--- src/rtl/life_pkg.sv ---
// Shared types and helpers for the Game of Life sequencer:
// FSM state encoding, halt-cause encoding and grid bit-index helper.
package life_pkg;

    localparam int N_DEF = 8;

    typedef enum logic [2:0] {
        ST_IDLE  = 3'd0,
        ST_RUN   = 3'd1,
        ST_PAUSE = 3'd2,
        ST_HALT  = 3'd3
    } life_state_e;

    typedef enum logic [1:0] {
        HC_NONE    = 2'd0,
        HC_EXTINCT = 2'd1,
        HC_STILL   = 2'd2,
        HC_PERIOD2 = 2'd3
    } halt_cause_e;

    // Row-major flat index of cell (r, c) in an n-wide grid.
    function automatic int cell_idx(input int r, input int c, input int n);
        return r * n + c;
    endfunction

endpackage

--- src/rtl/life_pace.sv ---
// Step pacing counter: counts 0..PACE-1 while enabled and flags the last count.
// A restart forces the count back to 0 so a resumed run gets a full interval.
module life_pace #(
    parameter int PACE = 4
) (
    input  logic i_clk,
    input  logic i_rst_n,
    input  logic i_restart,
    input  logic i_en,
    output logic o_tick
);

    localparam int            CW   = (PACE > 1) ? $clog2(PACE) : 1;
    localparam logic [CW-1:0] LAST = CW'(PACE - 1);

    logic [CW-1:0] r_cnt;

    assign o_tick = i_en && (r_cnt == LAST);

    // Wrapping pace count, held while disabled.
    always_ff @(posedge i_clk) begin
        if (!i_rst_n) begin
            r_cnt <= '0;
        end else if (i_restart) begin
            r_cnt <= '0;
        end else if (i_en) begin
            if (r_cnt == LAST) begin
                r_cnt <= '0;
            end else begin
                r_cnt <= r_cnt + CW'(1);
            end
        end
    end

endmodule

--- src/rtl/life_ctrl.sv ---
// Game of Life sequencer: seed loading, paced generation strobes, generation
// counting and automatic halt. Define LIFE_CTRL_PERIOD2_EN for period-2 halt detection.
module life_ctrl
    import life_pkg::*;
#(
    parameter int N     = N_DEF,
    parameter int PACE  = 4,
    parameter int GEN_W = 16
) (
    input  logic                 i_clk,
    input  logic                 i_rst_n,
    input  logic                 i_cmd_start,
    input  logic                 i_cmd_pause,
    input  logic                 i_cmd_step,
    input  logic                 i_cmd_clear,
    input  logic                 i_ld_valid,
    output logic                 o_ld_ready,
    input  logic [$clog2(N)-1:0] i_ld_row,
    input  logic [N-1:0]         i_ld_data,
    input  logic [N*N-1:0]       i_grid_q,
    output logic [N*N-1:0]       o_seed,
    output logic                 o_seed_we,
    output logic                 o_step_en,
    output logic [GEN_W-1:0]     o_gen_count,
    output logic [2:0]           o_state,
    output logic [1:0]           o_halt_cause
);

    localparam int IW = $clog2(N * N);

    life_state_e      r_state;
    halt_cause_e      r_cause;
    logic [N*N-1:0]   r_seed;
    logic [N*N-1:0]   r_prev;
`ifdef LIFE_CTRL_PERIOD2_EN
    logic [N*N-1:0]   r_prev2;
`endif
    logic [GEN_W-1:0] r_gen;
    logic             r_seed_we;
    logic             r_step_en;
    logic             r_eval_pend;
    logic             r_pause_pend;
    logic             r_ld_ready;

    halt_cause_e      w_hit_cause;
    logic             w_halt_hit;
    logic             w_busy;
    logic             w_pause_req;
    logic             w_start_ok;
    logic             w_tick;
    logic [IW-1:0]    w_row_base;

    assign w_row_base  = IW'(cell_idx(int'(i_ld_row), 0, N));
    assign w_busy      = r_step_en || r_eval_pend;
    assign w_pause_req = i_cmd_pause || r_pause_pend;
    assign w_halt_hit  = r_eval_pend && (w_hit_cause != HC_NONE);

    life_pace #(
        .PACE      (PACE)
    ) u_pace (
        .i_clk     (i_clk),
        .i_rst_n   (i_rst_n),
        .i_restart (w_start_ok),
        .i_en      (r_state == ST_RUN),
        .o_tick    (w_tick)
    );

    // Halt classification of the freshly stepped grid, highest priority first.
    always_comb begin
        w_hit_cause = HC_NONE;
        if (i_grid_q == '0) begin
            w_hit_cause = HC_EXTINCT;
        end else if (i_grid_q == r_prev) begin
            w_hit_cause = HC_STILL;
`ifdef LIFE_CTRL_PERIOD2_EN
        end else if (i_grid_q == r_prev2) begin
            w_hit_cause = HC_PERIOD2;
`endif
        end else begin
            w_hit_cause = HC_NONE;
        end
    end

    // Start acceptance; a pending step or evaluation in PAUSE blocks it.
    always_comb begin
        w_start_ok = 1'b0;
        if (i_cmd_clear) begin
            w_start_ok = 1'b0;
        end else begin
            case (r_state)
                ST_IDLE, ST_HALT: w_start_ok = i_cmd_start;
                ST_PAUSE:         w_start_ok = i_cmd_start && !i_cmd_step && !w_busy;
                default:          w_start_ok = 1'b0;
            endcase
        end
    end

    // Sequencer FSM with its registered strobes, counters and snapshots.
    always_ff @(posedge i_clk) begin
        if (!i_rst_n) begin
            r_state      <= ST_IDLE;
            r_cause      <= HC_NONE;
            r_seed       <= '0;
            r_prev       <= '0;
`ifdef LIFE_CTRL_PERIOD2_EN
            r_prev2      <= '0;
`endif
            r_gen        <= '0;
            r_seed_we    <= 1'b0;
            r_step_en    <= 1'b0;
            r_eval_pend  <= 1'b0;
            r_pause_pend <= 1'b0;
            r_ld_ready   <= 1'b1;
        end else if (i_cmd_clear) begin
            r_state      <= ST_IDLE;
            r_cause      <= HC_NONE;
            r_seed       <= '0;
            r_prev       <= '0;
`ifdef LIFE_CTRL_PERIOD2_EN
            r_prev2      <= '0;
`endif
            r_gen        <= '0;
            r_seed_we    <= 1'b0;
            r_step_en    <= 1'b0;
            r_eval_pend  <= 1'b0;
            r_pause_pend <= 1'b0;
            r_ld_ready   <= 1'b1;
        end else begin
            r_seed_we   <= 1'b0;
            r_step_en   <= 1'b0;
            r_eval_pend <= r_step_en;

            // The matrix still holds the pre-step generation during the step cycle.
            if (r_step_en) begin
                r_prev  <= i_grid_q;
`ifdef LIFE_CTRL_PERIOD2_EN
                r_prev2 <= r_prev;
`endif
            end

            if (r_eval_pend) begin
                if (r_gen != {GEN_W{1'b1}}) begin
                    r_gen <= r_gen + GEN_W'(1);
                end
                if (w_halt_hit) begin
                    r_cause <= w_hit_cause;
                end
            end

            case (r_state)
                ST_IDLE: begin
                    if (i_ld_valid && r_ld_ready) begin
                        r_seed[w_row_base +: N] <= i_ld_data;
                    end
                    if (w_start_ok) begin
                        r_state    <= ST_RUN;
                        r_ld_ready <= 1'b0;
                        r_seed_we  <= 1'b1;
                        r_gen      <= '0;
                        r_cause    <= HC_NONE;
                        r_prev     <= '0;
`ifdef LIFE_CTRL_PERIOD2_EN
                        r_prev2    <= '0;
`endif
                    end
                end
                ST_RUN: begin
                    // A pause seen during the step cycle waits for that evaluation.
                    if (r_step_en) begin
                        r_pause_pend <= w_pause_req;
                    end else begin
                        r_pause_pend <= 1'b0;
                        if (w_halt_hit) begin
                            r_state <= ST_HALT;
                        end else if (w_pause_req) begin
                            r_state <= ST_PAUSE;
                        end else begin
                            r_step_en <= w_tick;
                        end
                    end
                end
                ST_PAUSE: begin
                    if (w_halt_hit) begin
                        r_state <= ST_HALT;
                    end else if (i_cmd_step && !w_busy) begin
                        r_step_en <= 1'b1;
                    end else if (w_start_ok) begin
                        r_state <= ST_RUN;
                    end
                end
                ST_HALT: begin
                    if (w_start_ok) begin
                        r_state <= ST_RUN;
                        r_cause <= HC_NONE;
                    end
                end
                default: begin
                    r_state <= ST_IDLE;
                end
            endcase
        end
    end

    assign o_ld_ready   = r_ld_ready;
    assign o_seed       = r_seed;
    assign o_seed_we    = r_seed_we;
    assign o_step_en    = r_step_en;
    assign o_gen_count  = r_gen;
    assign o_state      = r_state;
    assign o_halt_cause = r_cause;

endmodule
--- config.mk ---
export PLATFORM = sky130hd
export DESIGN_NAME = life_ctrl
export DESIGN_NICKNAME = d
export VERILOG_FILES = /design/src/rtl/life_pkg.sv /design/src/rtl/life_pace.sv /design/src/rtl/life_ctrl.sv
export SDC_FILE = /design/constraint.sdc
export NUM_CORES = 1
export LEC_CHECK = 0
export BUFFER_PORTS_ARGS = -buffer_cell sky130_fd_sc_hd__buf_2
export CORE_MARGIN = 2
export CORE_UTILIZATION = 45
export CTS_CLUSTER_DIAMETER = 60
export CTS_CLUSTER_SIZE = 12
export DETAILED_ROUTE_END_ITERATION = 16
export GPL_ROUTABILITY_DRIVEN = 0
export PLACE_DENSITY = 0.69
export SYNTH_ARGS = -nofsm -noshare
export SYNTH_HDL_FRONTEND = slang
export SYNTH_SLANG_ARGS = --single-unit
--- constraint.sdc ---
create_clock -name i_clk -period 5 [get_ports i_clk]
set_clock_uncertainty 0.1 [all_clocks]
set_input_delay 0.5 -clock i_clk [delete_from_list [all_inputs] [get_ports i_clk]]
set_output_delay 0.5 -clock i_clk [all_outputs]
set_load 0.005 [all_outputs]
== Yosys cells after proc, flatten, opt, wreduce, memory -nomap -nowiden ==
Index checks and enable logic that the tools add are counted.

* Reduce and logical (&&, ||, !) cells: 20
* Equal/unequal tests: 9
* Mux-type cells: 32
* Add/sub/neg operators: 3
* Shift operators: 2
* Bitwise operators: 2

{| class="wikitable"
|+ Operators by type and width
! kind !! count
|-
| $mux 64 || 3
|-
| $bwmux 64 || 1
|-
| $eq 64x64->1 || 1
|-
| $logic_not 64->1 || 1
|-
| $mux 16 || 4
|-
| $shift 8x8->64 const A || 1
|-
| $shiftx 8x8->64 || 1
|-
| $mux 3 || 6
|-
| $add 16x1->16 const B || 1
|-
| $ne 16x16->1 const B || 1
|-
| $mux 2 || 7
|-
| $pmux 3 s3 || 1
|-
| $mux 1 || 8
|-
| $neg 6->8 || 1
|-
| $eq 3x2->1 const B || 2
|-
| $logic_and 1x1->1 || 6
|-
| $ne 3x3->1 const B || 2
|-
| $reduce_or 2->1 || 3
|-
| $pmux 1 s2 || 2
|-
| $reduce_and 2->1 || 2
|-
| $eq 3x1->1 const B || 1
|-
| $logic_not 3->1 || 1
|-
| $reduce_and 3->1 || 1
|-
| $reduce_or 3->1 || 1
|-
| other kinds (7) || 10
|}

* Logic and storage cells: 79
* Input port bits: 82
* Output and inout bits: 88
* Flip-flop bits (word level): 156

== Longest topological paths before layout ==
* Depth after elaboration: 9
* Mapped depth: 10
* Mapped depth without buffers: 9

== By module ==
Synthesis repeated with hierarchy kept, for this count alone.

* Cells, all modules: 735
* Area total of the unflattened synthesis: 6889.1 µm²

{| class="wikitable"
|+ Modules (own cells, without submodules)
! module !! sequential area each (µm²) !! area an instance (µm²) !! instances !! cells each
|-
| life_ctrl || 3083.0 || 6786.5 || 1 || 725
|-
| life_pace || 40.0 || 102.6 || 1 || 10
|}

== Least setup slack after synthesis ==
OpenSTA, ideal clock, no wires.

* Path type: input-to-reg
* Start: input port i_ld_row[0]
* End: register r_seed[32] (netlist: o_seed[32])
* Arrival: 2.299 ns
* Stages on the path: 9
* Slack: 2.474 ns
* Path through: buf_4 > inv_1 > ha_1 > ha_1 > o31a_1 > nand4_2 > nor4_4 > mux2i_1 > nor2_1

* Cells in the longest elaborated chain, start to end: 3
* Elaborated cells between the ends (all ways): 4
* Classes of those cells: add/sub: 1; shift: 2; mux: 1

{| class="wikitable"
|+ RTL lines
! what !! RTL line !! RTL
|-
| start, declared || life_ctrl.sv:18 || <nowiki>input logic [$clog2(N)-1:0] i_ld_row,</nowiki>
|-
| $neg 6->8 (*) || life_ctrl.sv:153 || <nowiki>r_seed[w_row_base +: N] <= i_ld_data;</nowiki>
|-
| $shiftx 8x8->64 / $shift 8x8->64 (equally long branches) || life_ctrl.sv:153 ||
|-
| $bwmux 64 (*) || life_ctrl.sv:153 ||
|-
| end signal, assigned by index || life_ctrl.sv:153 ||
|-
| end, declared || life_ctrl.sv:33 || <nowiki>logic [N*N-1:0] r_seed;</nowiki>
|}

Every way passes the cells marked *; elsewhere a longest branch is shown, timed or not.
A chain may end at the register's enable or synchronous reset.

== Worst setup path in the final report ==
* Start: register r_eval_pend
* End: register r_state[0] (netlist: o_state[0])

* Cells in the longest elaborated chain, start to end: 9
* Elaborated cells between the ends (all ways): 16
* Classes of those cells: eq/ne: 2; mux: 8; reduce/logical: 6

{| class="wikitable"
|+ RTL lines
! what !! RTL line !! RTL
|-
| start, declared || life_ctrl.sv:41 || <nowiki>logic r_eval_pend;</nowiki>
|-
| start signal, assigned || life_ctrl.sv:131 || <nowiki>r_eval_pend <= r_step_en;</nowiki>
|-
| $logic_or 1x1->1 || life_ctrl.sv:54 || <nowiki>assign w_busy = r_step_en || r_eval_pend;</nowiki>
|-
| $logic_not 1->1 || life_ctrl.sv:92, life_ctrl.sv:185 ||
|-
| $logic_and 1x1->1 || life_ctrl.sv:92 || <nowiki>ST_PAUSE: w_start_ok = i_cmd_start && !i_cmd_step && !w_busy;</nowiki>
|-
| $pmux 1 s2 || life_ctrl.sv:90 || <nowiki>case (r_state)</nowiki>
|-
| $mux 1 || life_ctrl.sv:87 || <nowiki>if (i_cmd_clear) begin</nowiki>
|-
| $mux 3 (2 in series) || n/a ||
|-
| $mux 3 || life_ctrl.sv:183 || <nowiki>if (w_halt_hit) begin</nowiki>
|-
| $pmux 3 s3 || life_ctrl.sv:150 || <nowiki>case (r_state)</nowiki>
|-
| end signal, assigned || life_ctrl.sv:156 || <nowiki>r_state <= ST_RUN;</nowiki>
|-
| end signal, assigned || life_ctrl.sv:184 || <nowiki>r_state <= ST_HALT;</nowiki>
|-
| end signal, assigned || life_ctrl.sv:188 || <nowiki>r_state <= ST_RUN;</nowiki>
|-
| end, declared || life_ctrl.sv:31 || <nowiki>life_state_e r_state;</nowiki>
|}

Several ways; a longest one is shown, not always the timed one. The select of a mux whose other input is x is not followed.

==> reports/metrics.yaml <==
drv_cap: 0
numPortBuffers: 169
layout-drive-gt1-share_pct: 24.0
critPathLaunchType: "flop"
syn2layout_area_growth_pct: 23.4
status: "completed"
cts_sinks: 156
clk_latency_ps: 410
max_freq_ghz: 0.390
rows: 45
nets: 986
htreeDepth: 4
synthesis.nets: 831
seq_area_sq_mm: 0.00313
worstMarginPinSlew_ps: 1110
wl_per_cell_um: 16.0
synthArstFlopShare_pct: 0
power_density_mw_per_mm2: 331
setup_viol: 0
core_area_sq_mm: 0.0151
grt_max_degree: 71
fin_crit_ps: 2560
drtIter0Drc: 328
synth_top_area_share_pct: 45.2
vias_per_cell: 5.23
totalWireLength_mm: 17.6
worstReg2RegEnd: "o_state[0]$_SDFFE_PP0P_"
initial_core_util_pct: 45.8
ys_seq_area_share_pct: 45.2
ctsResizeCount: 0
antenna_found_initial: 0
syn_inst: 745
syn_avg_cell_area_sq_um: 9.27
reg2reg_depth: 6
ys_types: 50
grtUsageMet2_pct: 35.1
crit_arrival_ps: 2810
dieArea_sq_mm: 0.0164
ant_nets: 0
cts_made_buffers: 17
rsz0062_at_grt: "false"
syn_area_sq_mm: 0.00691
hp-class: "input pin to flop"
r2r-start: "r_eval_pend$_SDFF_PP0_"
fill_cells: 1389
postCtsHoldBufs: 0
num_vias: 5756
drtPass1Iterations: 5
use_met1_pct: 27.8
cts_tree: "yes"
busiest_layer: "met2"
multi_input_area_sq_mm: 0.00356
stdcell_count: 1101
die_width_um: 128
clockBufferDepth: 2
crit_fanout: 10
drc_errors: 0
synthTopCellsByArea: "dfxtp_1 45%, mux2i_1 17%, nor2_1 7.8%, xnor2_1 4.4%, xor2_1 2.2%"
hold_start: "i_rst_n"
pre_cts_ws_ps: 2110
required_ps: 5240
min_path_cells: 3
critPathKind: "flop to flop"
post-route-period-util_pct: 51.3
hold_path_end: "o_seed_we$_SDFF_PP0_"
cp-end-kind: "flop"
die_h_um: 128
overflow: 0
finalMaxSlewViolations: 0
fin_setup_tns_ps: 0
yosysTopAreaCell: "dfxtp_1"
hold_viol_final: 0
synth_top_flop_cell: "dfxtp_1"
vdd_drop_max_v: 0.000248
use_met3_pct: 6.01
ys_warn_count: 0
synth_edf_count: 0
layout_setup_ws_ps: 2440
dp_hpwl_mm: 12.5
grt_pass1_wl_mm: 27.4
r2r_slack_ps: 2440
clk_pin_slew_ps: 60
cellLeakagePower_nw: 3.25
ios: 170
track_usage_pct: 21.4
postCtsSetupBuffers: 0
slew_headroom_pct: 25.9
placed_cells: 1069
clockRootBuffer: "clkbuf_16"
antennaDiodeCount: 0
grt_pass1_vias: 5236
ys_seq_elements: 156
-- metal layers --
layer	wire length, um	part of all wire [%]	vias to the layer above
met5	0	0	-
met4	173	0.98	0
met3	1050	5.9	14
met2	8230	47	174
met1	8130	46	2687
li1	-	-	2881
-- Yosys cell counts (all sizes together) (10+ instances only) --
master  number
nand3       28
nor3        13
dfxtp      156
xnor2       35
nor4        22
nand2       24
xor2        17
clkbuf      27
nor2b       16
buf         10
nand2b      20
nand4       18
a21oi       22
nor2       146
inv         21
mux2i      116
-- metrics by stage --
stage	total power (W)	instance area [sq um]	hold WS, ps	utilization [%]
after CTS	0.00285	8520	236	56.5
after global placement	0.00144	7870	339	52.2
after detailed placement	0.00144	7870	349	52.2
after global routing	0.00292	8520	255	56.5
final	0.00282	8520	254	56.5
after floorplan	0.00136	6910	337	-
-- cell families after synthesis --
kind of cell | after synthesis | synth area share (%)
flops | 156 | 45.2
buf+inv | 58 | 3.35
compound gates | 53 | 5.38
fa+ha+maj | 4 | 0.725
mux | 116 | 16.8
other cells | 1 | 0.0543
simple gates | 305 | 21.9
xor+xnor | 52 | 6.60
-- placed cells by master, fill, tap and decap left out, types with 4 or more instances in the layout --
master | netlist | routed
a21oi_1 | 22 | 22
xnor2_1 | 35 | 35
bufinv_16 | 0 | 5
a2111o_1 | 4 | 4
nor4_1 | 21 | 21
nor2_1 | 143 | 143
buf_2 | 5 | 169
inv_1 | 21 | 21
nand4_1 | 17 | 17
ha_1 | 4 | 4
nor3_1 | 9 | 9
buf_4 | 2 | 4
xor2_1 | 17 | 17
and4_1 | 4 | 4
dfxtp_1 | 156 | 155
nor2b_1 | 16 | 16
o22ai_1 | 5 | 5
nand3_1 | 28 | 28
clkbuf_16 | 0 | 17
and2_1 | 5 | 5
nand2_1 | 24 | 23
mux2i_1 | 116 | 116
nand2b_1 | 20 | 19
-- final cells by class --
type | count | share of cell area, %
inverter | 21 | 0.925
sequential | 156 | 36.7
tap | 188 | 2.76
clock buffer | 17 | 4.99
timing repair buffer | 173 | 10.3
multi-input combinational | 531 | 41.7
clock inverter | 15 | 2.59
-- worst max-delay path by stage --
stage / cells past startpoint / endpoint / from / slack (ps)
2_1_floorplan: 9 / o_seed[32]$_SDFFE_PP0P_ / i_ld_row[0] / 2470
3_3_place_gp: 8 / o_seed[54]$_SDFFE_PP0P_ / i_ld_row[0] / 2180
4_1_cts: 6 / o_state[0]$_SDFFE_PP0P_ / r_eval_pend$_SDFF_PP0_ / 2410
3_5_place_dp: 8 / o_seed[52]$_SDFFE_PP0P_ / i_ld_row[0] / 2110
6_report: 6 / o_state[0]$_SDFFE_PP0P_ / r_eval_pend$_SDFF_PP0_ / 2440
5_1_grt: 6 / o_state[0]$_SDFFE_PP0P_ / r_eval_pend$_SDFF_PP0_ / 2330
-- state kept, by name, indices dropped and copies added (netlist names) --
| register | count |
|---|---|
| o_step_en | 1 |
| u_pace.r_cnt | 2 |
| r_pause_pend | 1 |
| o_state | 3 |
| r_prev | 64 |
| o_halt_cause | 2 |
| o_ld_ready | 1 |
| r_eval_pend | 1 |
| o_seed | 64 |
| o_gen_count | 16 |
| o_seed_we | 1 |
-- report_power, final --
group | internal [W] | switching [W] | leakage (nW)
clock | 0.000886 | 0.000521 | 0.310
combinational | 0.0000592 | 0.000105 | 1.68
sequential | 0.00124 | 0.00000252 | 1.26
total | 0.00219 | 0.000628 | 3.25
-- critical path, cell delays in order, from the launching register on --
cell and delay (ps):
dfxtp_1 560, nor4b_1 510, nand4_1 230, nor4_1 320
nand4_1 360, o31ai_2 200, mux2i_1 210
Power figures use the tool's default switching activity.
